--- config.mk ---
export PLATFORM = sky130hd
export DESIGN_NAME = fp_delta_coalesce
export DESIGN_NICKNAME = d
export VERILOG_FILES = /design/src/rtl/fp_delta_coalesce.sv
export SDC_FILE = /design/constraint.sdc
export NUM_CORES = 1
export LEC_CHECK = 0
export ABC_AREA = 1
export CAP_MARGIN = 20
export CORE_AREA = 2 2 74 76
export CTS_CLUSTER_DIAMETER = 60
export DETAILED_ROUTE_END_ITERATION = 10
export DIE_AREA = 0 0 76 78
export MAX_ROUTING_LAYER = met4
export PLACE_DENSITY = 0.95
export SLEW_MARGIN = 10
export SYNTH_ARGS = -nofsm -noshare
export SYNTH_HDL_FRONTEND = slang
export SYNTH_SLANG_ARGS = --single-unit
--- constraint.sdc ---
create_clock -name clock -period 2.9 [get_ports clock]
set_input_delay 0.58 -clock clock [delete_from_list [all_inputs] [get_ports clock]]
set_output_delay 0.58 -clock clock [all_outputs]
set_load 0.03 [all_outputs]
--- src/rtl/fp_delta_coalesce.sv ---
// fp_delta_coalesce: merges consecutive bfloat16 deltas that target the same
// vertex into one output record, using an external combinational bf16 adder.
// One accumulator tracks the current burst. It is flushed when the burst ends
// (in_last), when the count reaches MAX_ACC, or when a delta for another vertex
// arrives.
module fp_delta_coalesce #(
  parameter int VID_W   = 8,
  parameter int MAX_ACC = 16
) (
  input  logic             clock,
  input  logic             reset,
  input  logic             in_valid,
  output logic             in_ready,
  input  logic [VID_W-1:0] in_vid,
  input  logic [15:0]      in_delta,
  input  logic             in_last,
  output logic [15:0]      add_opA,
  output logic [15:0]      add_opB,
  input  logic [15:0]      add_sum,
  input  logic             add_overflow,
  input  logic             add_inexact,
  output logic             out_valid,
  input  logic             out_ready,
  output logic [VID_W-1:0] out_vid,
  output logic [15:0]      out_value,
  output logic [4:0]       out_count,
  output logic             out_overflow,
  output logic             out_inexact
);

  localparam logic [4:0] MAX_C = 5'(MAX_ACC);

  typedef enum logic [1:0] {
    IDLE  = 2'd0,
    ACCUM = 2'd1,
    FLUSH = 2'd2
  } state_t;

  state_t           state_r;
  logic [VID_W-1:0] acc_vid_r;
  logic [15:0]      acc_value_r;
  logic [4:0]       acc_count_r;
  logic             acc_ovf_r;
  logic             acc_inx_r;
  logic             out_valid_r;

  logic             ready_s;
  logic             vid_match_s;
  logic [4:0]       count_inc_s;
  logic             at_max_s;
  logic             in_fire_s;
  logic             out_fire_s;
  logic             load_s;
  logic             merge_s;

  // Ready decode and handshake qualifiers; ready is forced low during reset.
  always_comb begin
    ready_s     = 1'b0;
    vid_match_s = (in_vid == acc_vid_r);
    count_inc_s = acc_count_r + 5'd1;
    at_max_s    = (count_inc_s == MAX_C);
    case (state_r)
      IDLE:    ready_s = 1'b1;
      ACCUM:   ready_s = vid_match_s;
      FLUSH:   ready_s = out_ready;
      default: ready_s = 1'b0;
    endcase
    if (reset) begin
      in_ready = 1'b0;
    end else begin
      in_ready = ready_s;
    end
    in_fire_s  = in_valid & in_ready;
    out_fire_s = out_valid_r & out_ready;
    // IDLE and FLUSH start a fresh burst; only ACCUM adds into the accumulator.
    load_s     = in_fire_s & ((state_r == IDLE) | (state_r == FLUSH));
    merge_s    = in_fire_s & (state_r == ACCUM);
  end

  // Burst control FSM; out_valid is registered alongside the state.
  always_ff @(posedge clock) begin
    if (reset) begin
      state_r     <= IDLE;
      out_valid_r <= 1'b0;
    end else begin
      case (state_r)
        IDLE: begin
          if (in_fire_s) begin
            state_r     <= in_last ? FLUSH : ACCUM;
            out_valid_r <= in_last;
          end
        end
        ACCUM: begin
          if (in_valid && !vid_match_s) begin
            // Different vertex: close this burst, leave the delta waiting.
            state_r     <= FLUSH;
            out_valid_r <= 1'b1;
          end else if (merge_s && (in_last || at_max_s)) begin
            state_r     <= FLUSH;
            out_valid_r <= 1'b1;
          end
        end
        FLUSH: begin
          if (out_fire_s) begin
            if (in_fire_s) begin
              state_r     <= in_last ? FLUSH : ACCUM;
              out_valid_r <= in_last;
            end else begin
              state_r     <= IDLE;
              out_valid_r <= 1'b0;
            end
          end
        end
        default: begin
          state_r     <= IDLE;
          out_valid_r <= 1'b0;
        end
      endcase
    end
  end

  // Accumulator datapath: load on burst start, add on merge, otherwise hold.
  always_ff @(posedge clock) begin
    if (reset) begin
      acc_vid_r   <= '0;
      acc_value_r <= 16'h0000;
      acc_count_r <= 5'd0;
      acc_ovf_r   <= 1'b0;
      acc_inx_r   <= 1'b0;
    end else if (load_s) begin
      acc_vid_r   <= in_vid;
      acc_value_r <= in_delta;
      acc_count_r <= 5'd1;
      acc_ovf_r   <= 1'b0;
      acc_inx_r   <= 1'b0;
    end else if (merge_s) begin
      acc_value_r <= add_sum;
      acc_count_r <= count_inc_s;
      acc_ovf_r   <= acc_ovf_r | add_overflow;
      acc_inx_r   <= acc_inx_r | add_inexact;
    end else begin
      acc_vid_r   <= acc_vid_r;
      acc_value_r <= acc_value_r;
      acc_count_r <= acc_count_r;
      acc_ovf_r   <= acc_ovf_r;
      acc_inx_r   <= acc_inx_r;
    end
  end

  assign add_opA      = acc_value_r;
  assign add_opB      = in_delta;
  assign out_valid    = out_valid_r;
  assign out_vid      = acc_vid_r;
  assign out_value    = acc_value_r;
  assign out_count    = acc_count_r;
  assign out_overflow = acc_ovf_r;
  assign out_inexact  = acc_inx_r;

endmodule

==> results by group <==
Yosys
  • Main combinational cell family by area after synthesis: buffers and inverters
  • Avg Inst Size Synth: 6.90 um^2
  • Area share of fa/ha/maj cells after synthesis: 0.0118
  • Synthesized area: 2120 um^2
  • Complex-gate fraction of the synthesized area: 0.180
  • Post-synthesis xor/xnor area fraction: 0.0207
  • Netlist cell types: 27
  • Post-Synthesis Cells: 307
  • Simple-Gate Fraction of Synth Area: 0.224
  • Multiplexer share of the synthesized area: 0
  • Post-synthesis sequential area ratio: 0.312
  • Synth Register Bits: 33
  • YS warnings: 0
  • Syn Nets: 356

Global routing
  • Vias in the first global route: 2006
  • Initial antenna violation count: 0
  • Grt total ovfl: 0
  • GRT Util Overall: 0.191
  • First-pass GRT wire length: 8.95 mm
  • Pin count of the biggest net entering global routing: 36

Power and ir drop
  • Total power: 1.48 mW
  • Pleak: 1.29 nW
  • Cell Pwr Density: 472 nW/um^2
  • Worst VDD drop: 0.281 mV

Clock network
  • H-tree Lvls: 2
  • TritonCTS Buffers: 5
  • Post-CTS setup repair buffer count: 0
  • Clock root buffer: clkbuf_8
  • Clk slew on worst S/H paths: 0.08 ns
  • Post-CTS sizing: 0
  • Hold_buf cts: 0
  • Clk Latency, worst-skew pair: 0.29 ns
  • TritonCTS clock tree: yes
  • Num Clock Sinks: 33
  • CTS max path bufs: 2

Setup path
  • Kind of start point of the critical path: flop
  • CP arrival: 1.94 ns
  • Worst r2r path cells: 9
  • CP Capture Point: in_ready
  • CP delay by family, top: buffers and inverters
  • Number of cells on the critical path: 5
  • Setup crit end kind: primary output
  • CP required: 2.32 ns
  • Critical path fanouts, max: 20
  • Worst reg2reg endpoint: out_valid
  • Slowest CP cell: inv_2
  • CP peak stage delay: 0.41 ns
  • R2R Path Start: state_r[0]
  • CP startpoint: state_r[0]
  • CP Cell Sequence: inv_2, nand2_2, a21oi_4, a21boi_2, buf_4
  • Buf+Inv Stages, Crit Path: 2
  • R2R Setup Slk: 0.76 ns
  • Critical path class: reg -> out

Floorplan
  • IO Pins: 112
  • DIE WIDTH: 76 um
  • Core ar.: 5040 um^2
  • Die ar.: 5930 um^2
  • Die H: 78 um
  • # rows: 26
  • Initial Util: 0.420

Timing
  • Fmax: 397 MHz
  • Period utilisation layout: 0.868
  • Worst relative slew slack: 0.653
  • Max-slew violations: 0
  • Setup TNS: 0 ns
  • Setup Viol. Count Final: 0
  • RSZ-0062 raised after global routing: no
  • Setup Skew: 0.00918 ns
  • Tightest Pin Transition: 0.519 ns
  • Final Hold Fails: 0
  • Crit path time final: 2.52 ns

Outcome
  • Status: complete, no violations

Run
  • Max Cap Viol: 0

Drt
  • Total vias in the final route: 2101
  • First-pass DRT Iterations: 4
  • Final WL: 5.42 mm
  • Vias/cell: 4.61
  • Drt drc: 0
  • Avg WL per Cell: 11.9 um
  • Post-DRT Antenna Nets: 0
  • Initial DRC Count: 60

Finish
  • Layout area overhead: 47.8%
  • Ant. Diodes: 0
  • Fin nets: 434
  • Layout cell share with drive strength beyond 1: 0.0959

Place
  • Hpwl dp: 4.16 mm
  • Gpl congestion: 0.763
  • IO buf count: 111

Worst hold path
  • Hold Crit Class: reg -> reg
[final cells by class]
cell class | instances | area (um^2)
multi-input cells | 176 | 926
repair buffers | 114 | 1130
clock buffers | 5 | 68.8
inverters | 55 | 211
well taps | 70 | 87.6
clock inverters | 3 | 46.3
flip-flops and latches | 33 | 661
fillers | 448 | 1910
[Yosys cell counts]
cell,number,area share
a21boi_2,1,0.0053
a21oi_1,39,0.092
a21oi_2,13,0.054
a21oi_4,1,0.0077
and2_1,1,0.0030
buf_1,1,0.0018
buf_2,4,0.0094
buf_4,32,0.11
buf_6,2,0.011
clkbuf_1,2,0.0035
clkbuf_8,2,0.013
clkinv_4,1,0.0041
dfxtp_1,33,0.31
ha_1,2,0.012
inv_1,52,0.092
inv_2,2,0.0035
nand2_1,84,0.15
nand2_2,2,0.0059
nand2_4,1,0.0053
nand3_1,4,0.0094
nand3_4,2,0.017
nand4_1,4,0.012
nand4_4,1,0.010
nor2_1,6,0.011
nor2_2,1,0.0030
o21ai_0,9,0.021
xnor2_1,5,0.021
[cell families after synthesis]
family,after synthesis
simple gates,106
buf+inv,98
compound gates,63
flops,33
xor+xnor,5
fa+ha+maj,2
[worst min-delay path, cell delays in order (launching register included)]
cell and delay (ns):
dfxtp_1 0.33, a21oi_1 0.04, nor2_1 0.07
[state kept, by name, indices dropped and copies added, names as in the netlist]
signal / cells
add_opA: 16
out_vid: 8
out_count: 5
out_inexact: 1
out_overflow: 1
out_valid: 1
state_r: 1
[layout by cell type (no fill, tap or decap)]
| cell type | count |
|---|---|
| clkbuf_8 | 5 |
| a21oi_1 | 39 |
| clkinv_4 | 2 |
| nand2_4 | 1 |
| nand4_1 | 4 |
| nor2_2 | 1 |
| ha_1 | 2 |
| dfxtp_1 | 33 |
| nor2_1 | 6 |
| nand4_4 | 1 |
| a21oi_2 | 13 |
| and2_1 | 1 |
| nand2_1 | 84 |
| nand3_1 | 4 |
| a21boi_2 | 1 |
| bufinv_16 | 1 |
| xnor2_1 | 5 |
| buf_4 | 4 |
| inv_2 | 2 |
| clkinvlp_4 | 1 |
| nand3_4 | 2 |
| inv_1 | 52 |
| o21ai_0 | 9 |
| nand2_2 | 2 |
| a21oi_4 | 1 |
| clkdlybuf4s50_1 | 110 |
[worst min-delay path by stage]
stage	from	endpoint	cells past startpoint
after global routing	add_opA[1]	add_opA[1]	2
final	out_overflow	out_overflow	2
after CTS	add_opA[14]	add_opA[14]	2
after global placement	out_overflow	out_overflow	2
after floorplan	out_vid[0]	out_vid[0]	2
after detailed placement	out_overflow	out_overflow	2
[where the power goes]
part	switching, mW	internal [mW]	leakage [nW]	total [mW]
sequential	0.0368	0.487	0.269	0.524
combinational	0.292	0.220	0.968	0.512
clock	0.184	0.257	0.0543	0.441
[through the flow]
| stage | setup slack [ns] | hold slack, ns | util | instance area, um^2 | cells |
|---|---|---|---|---|---|
| after floorplan | 0.945 | 0.589 | - | 2120 | 307 |
| after global placement | 0.446 | 0.459 | 0.598 | 3020 | 448 |
| after detailed placement | 0.337 | 0.468 | 0.598 | 3020 | 448 |
| final | 0.382 | 0.476 | 0.621 | 3130 | 456 |
| after CTS | 0.344 | 0.482 | 0.621 | 3130 | 456 |
| after global routing | 0.262 | 0.511 | 0.621 | 3130 | 456 |
[routing by layer]
layer	wire length, um	part of all wire	vias up	GRT usage
met5	0	0	-	-
met4	53	0.0098	0	0.0527
met3	273	0.050	6	0.0477
met2	2940	0.54	70	0.371
met1	2160	0.40	959	0.189
li1	-	-	1066	-
(Power assumes the default switching activity.)
